$ cat src/rtl/regfile_wr_arbiter.sv
// Two-requester arbiter for the single regfile write port: one-entry buffer per
// port, fixed priority to A with a starvation guard for B and same-register age ordering.
module regfile_wr_arbiter #(
   parameter int REG_DATA_WIDTH     = 32,
   parameter int REGFILE_ADDR_WIDTH = 5,
   parameter int REGFILE_DEPTH      = 32,
   parameter int STARVE_LIMIT       = 4
) (
   input  logic                          clk_i,
   input  logic                          reset_i,
   input  logic                          a_valid_i,
   output logic                          a_ready_o,
   input  logic [REGFILE_ADDR_WIDTH-1:0] a_addr_i,
   input  logic [REG_DATA_WIDTH-1:0]     a_data_i,
   input  logic                          b_valid_i,
   output logic                          b_ready_o,
   input  logic [REGFILE_ADDR_WIDTH-1:0] b_addr_i,
   input  logic [REG_DATA_WIDTH-1:0]     b_data_i,
   output logic [REGFILE_ADDR_WIDTH-1:0] rd_addr_o,
   output logic [REG_DATA_WIDTH-1:0]     rd_wr_data_o,
   output logic                          rd_wr_en_o,
   output logic [REGFILE_DEPTH-1:0]      busy_o
);
   localparam int CW = $clog2(STARVE_LIMIT + 1);

   logic                          a_full, b_full, a_age, b_age;
   logic [REGFILE_ADDR_WIDTH-1:0] a_addr, b_addr;
   logic [REG_DATA_WIDTH-1:0]     a_data, b_data;
   logic [CW-1:0]                 starve_cnt;

   logic grant_a, grant_b;
   logic a_load, b_load, a_stays, b_stays;
   logic a_age_n, b_age_n;

   // Grant depends only on registered state; reset masks it so a stale entry never writes.
   always_comb begin
      grant_a = 1'b0;
      grant_b = 1'b0;
      if (!reset_i) begin
         if (a_full && !b_full)                       grant_a = 1'b1;
         else if (b_full && !a_full)                  grant_b = 1'b1;
         else if (a_full && b_full) begin
            if (a_addr == b_addr) begin
               grant_a = a_age;
               grant_b = ~a_age;
            end else if (starve_cnt == CW'(STARVE_LIMIT)) grant_b = 1'b1;
            else                                      grant_a = 1'b1;
         end
      end
   end

   assign a_ready_o = ~reset_i & (~a_full | grant_a);
   assign b_ready_o = ~reset_i & (~b_full | grant_b);

   // x0 transfers complete the handshake but never occupy the buffer.
   assign a_load  = a_valid_i & a_ready_o & (a_addr_i != '0);
   assign b_load  = b_valid_i & b_ready_o & (b_addr_i != '0);
   assign a_stays = a_full & ~grant_a;
   assign b_stays = b_full & ~grant_b;

   always_comb begin
      a_age_n = a_age;
      b_age_n = b_age;
      if (a_load && b_load) begin
         a_age_n = 1'b0;
         b_age_n = 1'b1;
      end else if (a_load) begin
         a_age_n = ~b_stays;
         b_age_n = b_stays;
      end else if (b_load) begin
         b_age_n = ~a_stays;
         a_age_n = a_stays;
      end else if (!(a_stays && b_stays)) begin
         a_age_n = a_stays;
         b_age_n = b_stays;
      end
   end

   always_ff @(posedge clk_i) begin
      if (reset_i) begin
         a_full     <= 1'b0;
         b_full     <= 1'b0;
         a_age      <= 1'b0;
         b_age      <= 1'b0;
         a_addr     <= '0;
         b_addr     <= '0;
         a_data     <= '0;
         b_data     <= '0;
         starve_cnt <= '0;
      end else begin
         a_full <= a_load | a_stays;
         b_full <= b_load | b_stays;
         a_age  <= a_age_n;
         b_age  <= b_age_n;
         if (a_load) begin
            a_addr <= a_addr_i;
            a_data <= a_data_i;
         end
         if (b_load) begin
            b_addr <= b_addr_i;
            b_data <= b_data_i;
         end
         if (!b_full || grant_b)
            starve_cnt <= '0;
         else if (grant_a && starve_cnt != CW'(STARVE_LIMIT))
            starve_cnt <= starve_cnt + 1'b1;
      end
   end

   assign rd_wr_en_o   = grant_a | grant_b;
   assign rd_addr_o    = grant_a ? a_addr : (grant_b ? b_addr : '0);
   assign rd_wr_data_o = grant_a ? a_data : (grant_b ? b_data : '0);

   always_comb begin
      busy_o = '0;
      if (!reset_i) begin
         if (a_full) busy_o[a_addr] = 1'b1;
         if (b_full) busy_o[b_addr] = 1'b1;
      end
      busy_o[0] = 1'b0;
   end
endmodule

$ cat config.mk
export PLATFORM = sky130hd
export DESIGN_NAME = regfile_wr_arbiter
export DESIGN_NICKNAME = d
export VERILOG_FILES = /design/src/rtl/regfile_wr_arbiter.sv
export SDC_FILE = /design/constraint.sdc
export NUM_CORES = 1
export LEC_CHECK = 0
export ABC_AREA = 1
export BUFFER_PORTS_ARGS = -buffer_cell sky130_fd_sc_hd__buf_2
export CAP_MARGIN = 10
export CORE_MARGIN = 1.5
export CORE_UTILIZATION = 40
export CTS_BUF_LIST = sky130_fd_sc_hd__clkbuf_8
export CTS_CLUSTER_SIZE = 40
export DETAILED_ROUTE_END_ITERATION = 10
export HOLD_SLACK_MARGIN = 0.03
export PLACE_DENSITY = 0.66
export SLEW_MARGIN = 20
export SYNTH_ARGS = -nofsm -noshare
export SYNTH_HDL_FRONTEND = slang
export SYNTH_SLANG_ARGS = --single-unit
$ cat constraint.sdc
create_clock -name clk_i -period 1.9 [get_ports clk_i]
set_input_delay 0.38 -clock clk_i [delete_from_list [all_inputs] [get_ports clk_i]]
set_output_delay 0.38 -clock clk_i [all_outputs]
set_load 0.1 [all_outputs]
==> results.sh <==
export IMPL_outcome="finished with violations"
export IMPL_violations="negative setup slack"
export IMPL_ir_worst_vdd_uv=599
export IMPL_period_share=1.46
export IMPL_synth_cells=571
export IMPL_ff2ff_setup_slack_ns=-0.69
export IMPL_max_stage_delay_ns=0.35
export IMPL_tns_ns=-78.79
export IMPL_clock_path_buffers=2
export IMPL_fin_ws_ns=-0.876
export IMPL_firstDrtPassIters=7
export IMPL_hold_path_endpoint="b_data[6]"
export IMPL_pre_cts_ws_ns=-0.217
export IMPL_cellLeakagePower_uw=0.00383
export IMPL_root_buffer="clkbuf_8"
export IMPL_fin_crit_ns=2.78
export IMPL_route_detailed_drc=0
export IMPL_syn_cell_area_um2=3970
export IMPL_die_height_um=103
export IMPL_grt_max_degree=76
export IMPL_cp_top_family="simple AND/OR/NAND/NOR gates"
export IMPL_yosys_cell_types_count=31
export IMPL_crit_arrival_ns=2.40
export IMPL_synth_ff_latch_count=80
export IMPL_holdPathStages=3
export IMPL_pin_count=150
export IMPL_grt_pass1_wl_um=31700
export IMPL_synth_seq_area_share=0.404
export IMPL_crit_buf_inv=5
export IMPL_portBuffers=148
export IMPL_synth_top_area_share=0.404
export IMPL_clk_pin_slew_worst_paths_ns=0.09
export IMPL_cellPowerDensity_nw_per_um2=573
export IMPL_r2r_cells=14
export IMPL_gp_congestion=0.906
export IMPL_tightestPinTransition_ns=1.03
export IMPL_critPathRequiredTime_ns=1.52
export IMPL_routed_via_density=6.15
export IMPL_filler_cell_count=343
export IMPL_core_area_um2=9680
export IMPL_slew_viol_final=0
export IMPL_areaGrowthSynthToFinish_pct=124
export IMPL_routedWlPerCell_um=25.2
export IMPL_finalHoldViolCount=0
export IMPL_place_area_um2=7100
export IMPL_synthTopCellsByArea="dfxtp_1 40%, nand2_1 18%, a22o_1 7.1%"
export IMPL_min_from="b_data_i[6]"
export IMPL_cap_violations=0
export IMPL_fin_nets=902
export IMPL_cts_buffers=9
export IMPL_row_count=36
export IMPL_initial_utilization=0.410
export IMPL_worstPathCellList="nand2_1 -> inv_2 -> nor2_4 -> nor2_4 -> buf_4 -> nand4_1 -> nand3_4 -> nand2_4 -> clkinv_8 -> buf_12 -> a22o_4 -> buf_12"
export IMPL_die_area_um2=10500
export IMPL_r2r_start="a_addr[0]"
export IMPL_cts_sinks=80
export IMPL_rsz0062_at_grt="true"
export IMPL_postRouteAntennaNets=0
export IMPL_antenna_found_initial=2
export IMPL_cts_max_level=3
export IMPL_fmaxAchievable_mhz=360
export IMPL_die_width_um=103
export IMPL_grt_pass1_vias=5861
export IMPL_clk_latency_ns=0.38
export IMPL_synth_top_area_cell="dfxtp_1"
export IMPL_reg2reg_to="a_full"
export IMPL_dr_first_iter_drc_count=597
export IMPL_cts_tree="yes"
export IMPL_critPathLaunchType="flip-flop"
export IMPL_overflow=0
export IMPL_wl_um=24100
export IMPL_avgSynthCellArea_um2=6.95
export IMPL_ys_warn_count=0
export IMPL_end_kind="output port"
export IMPL_clock_skew_ns=0.0140
export IMPL_critPathKind="reg -> out"
export IMPL_crit_fanout=10
export IMPL_cpMaxStageDelayCell="dfxtp_2"
export IMPL_dp_hpwl_um=10300
export IMPL_synth_nets=651
export IMPL_whs_ns=0.184
export IMPL_setup_violations=150
export IMPL_drive_above_1_share=0.612
export IMPL_track_usage=0.400
export IMPL_worst_hold_path_type="in -> reg"
export IMPL_postLayoutCellArea_um2=8870
export IMPL_relSlewSlack=0.307
export IMPL_vias=5901
## how the worst max path moves through the flow
stage | slack [ns] | cells past startpoint | to | from
finish | -0.88 | 12 | rd_wr_data_o[29] | b_addr[0]
global route | -0.90 | 12 | rd_wr_data_o[29] | a_addr[0]
CTS | -0.54 | 12 | rd_wr_data_o[29] | a_addr[3]
detailed placement | -0.22 | 12 | rd_wr_data_o[10] | a_addr[3]
global placement | -0.18 | 12 | rd_wr_data_o[11] | a_addr[2]
floorplan | -0.18 | 8 | rd_wr_en_o | b_addr[2]
## final cells by class
class | instances | area (um2) | area share
clock inverter | 2 | 13.8 | 0.00155
tap | 133 | 166 | 0.0188
multi-input combinational | 423 | 3330 | 0.376
clock buffer | 12 | 165 | 0.0186
sequential | 80 | 1630 | 0.183
inverter | 34 | 180 | 0.0203
antenna | 1 | 2.50 | 0.000282
timing repair buffer | 274 | 3380 | 0.381
## power breakdown
part | total (uW) | internal [uW] | switching [uW]
Sequential | 1940 | 1810 | 135
Clock | 1230 | 569 | 663
Combinational | 1910 | 787 | 1120
## Yosys cell counts
cell type	number
clkbuf_2	1
nor2_2	2
nand3b_1	1
inv_2	3
a21oi_1	20
buf_8	1
buf_2	17
nor3_1	22
o21bai_2	1
dfxtp_1	80
buf_6	1
conb_1	1
inv_1	31
nor2_1	43
a22o_1	32
a21oi_4	1
nand2_1	186
o21ai_0	10
a22oi_1	15
xnor2_1	1
nand2_4	2
buf_1	2
buf_4	2
o21ai_1	28
clkbuf_1	10
nand3_2	2
o22ai_1	5
nand4_1	2
nand2_2	2
ha_1	2
nand3_1	45
## kinds of logic (layout without fill, tap and decap cells)
family / after synthesis / count (layout) / synth area share
compound gates: 112 / 112 / 0.187
xor+xnor: 1 / 1 / 0.00221
fa+ha+maj: 2 / 2 / 0.00631
buf+inv: 68 / 322 / 0.0766
flops: 80 / 80 / 0.404
other cells: 1 / 2 / 0.000945
simple gates: 307 / 307 / 0.323
## layer usage
| metal | vias to the layer above | track usage | wire length [um] |
|---|---|---|---|
| li1 | 2422 | - | - |
| met1 | 2763 | 0.412 | 7690 |
| met2 | 515 | 0.705 | 11500 |
| met3 | 199 | 0.102 | 2540 |
| met4 | 2 | 0.290 | 2370 |
| met5 | - | 0 | 12 |
## layout by cell type (no fill, tap or decap), types with 3 or more instances in the layout
cell type / n
a21oi_1: 3
a21oi_2: 6
a21oi_4: 12
a22o_4: 32
a22oi_2: 15
buf_12: 90
buf_16: 9
buf_2: 76
buf_4: 63
buf_6: 28
buf_8: 5
clkbuf_8: 12
clkinvlp_4: 5
dfxtp_1: 70
dfxtp_2: 5
dfxtp_4: 5
inv_1: 15
inv_2: 6
inv_4: 8
nand2_1: 152
nand2_2: 26
nand2_4: 9
nand2_8: 3
nand3_1: 30
nand3_2: 14
nand3_4: 3
nor2_1: 6
nor2_2: 9
nor2_4: 30
nor3_2: 8
nor3_4: 12
o21ai_0: 7
o21ai_1: 29
o22ai_4: 5
## per-stage QoR
stage                     power [uW]  cells  utilization
after detailed placement        3240    883        0.733
after CTS                       4770    944        0.883
after floorplan                 2730    571            -
after global routing            5200    959        0.916
after global placement          3210    883        0.733
final                           5080    959        0.916
## worst register-to-register path, cell delays in order, from the launching register on
cell and delay, ns:
dfxtp_2 0.35, nor2_2 0.18, nor2_4 0.10, nor2_4 0.13
buf_4 0.13, nand4_1 0.17, nand3_4 0.13, buf_4 0.12
buf_4 0.12, o21bai_4 0.08, buf_6 0.14, nor2_4 0.18
buf_4 0.16, nor2_2 0.05, nor2_1 0.40
## sequential cells by signal, indices dropped and copies added, names as in the netlist
name        flops
a_data         32
b_data         32
a_addr          5
b_addr          5
starve_cnt      3
a_age           1
a_full          1
b_full          1
## timing repair
action | CTS | global route
gates cloned | 12 | 1
resized for setup | 158 | 59
setup buffers | 39 | 14
endpoints found under the setup margin | 126 | 150
hold buffers | 0 | 0
pin swaps | 63 | 29
Power figures use the tool's default switching activity.
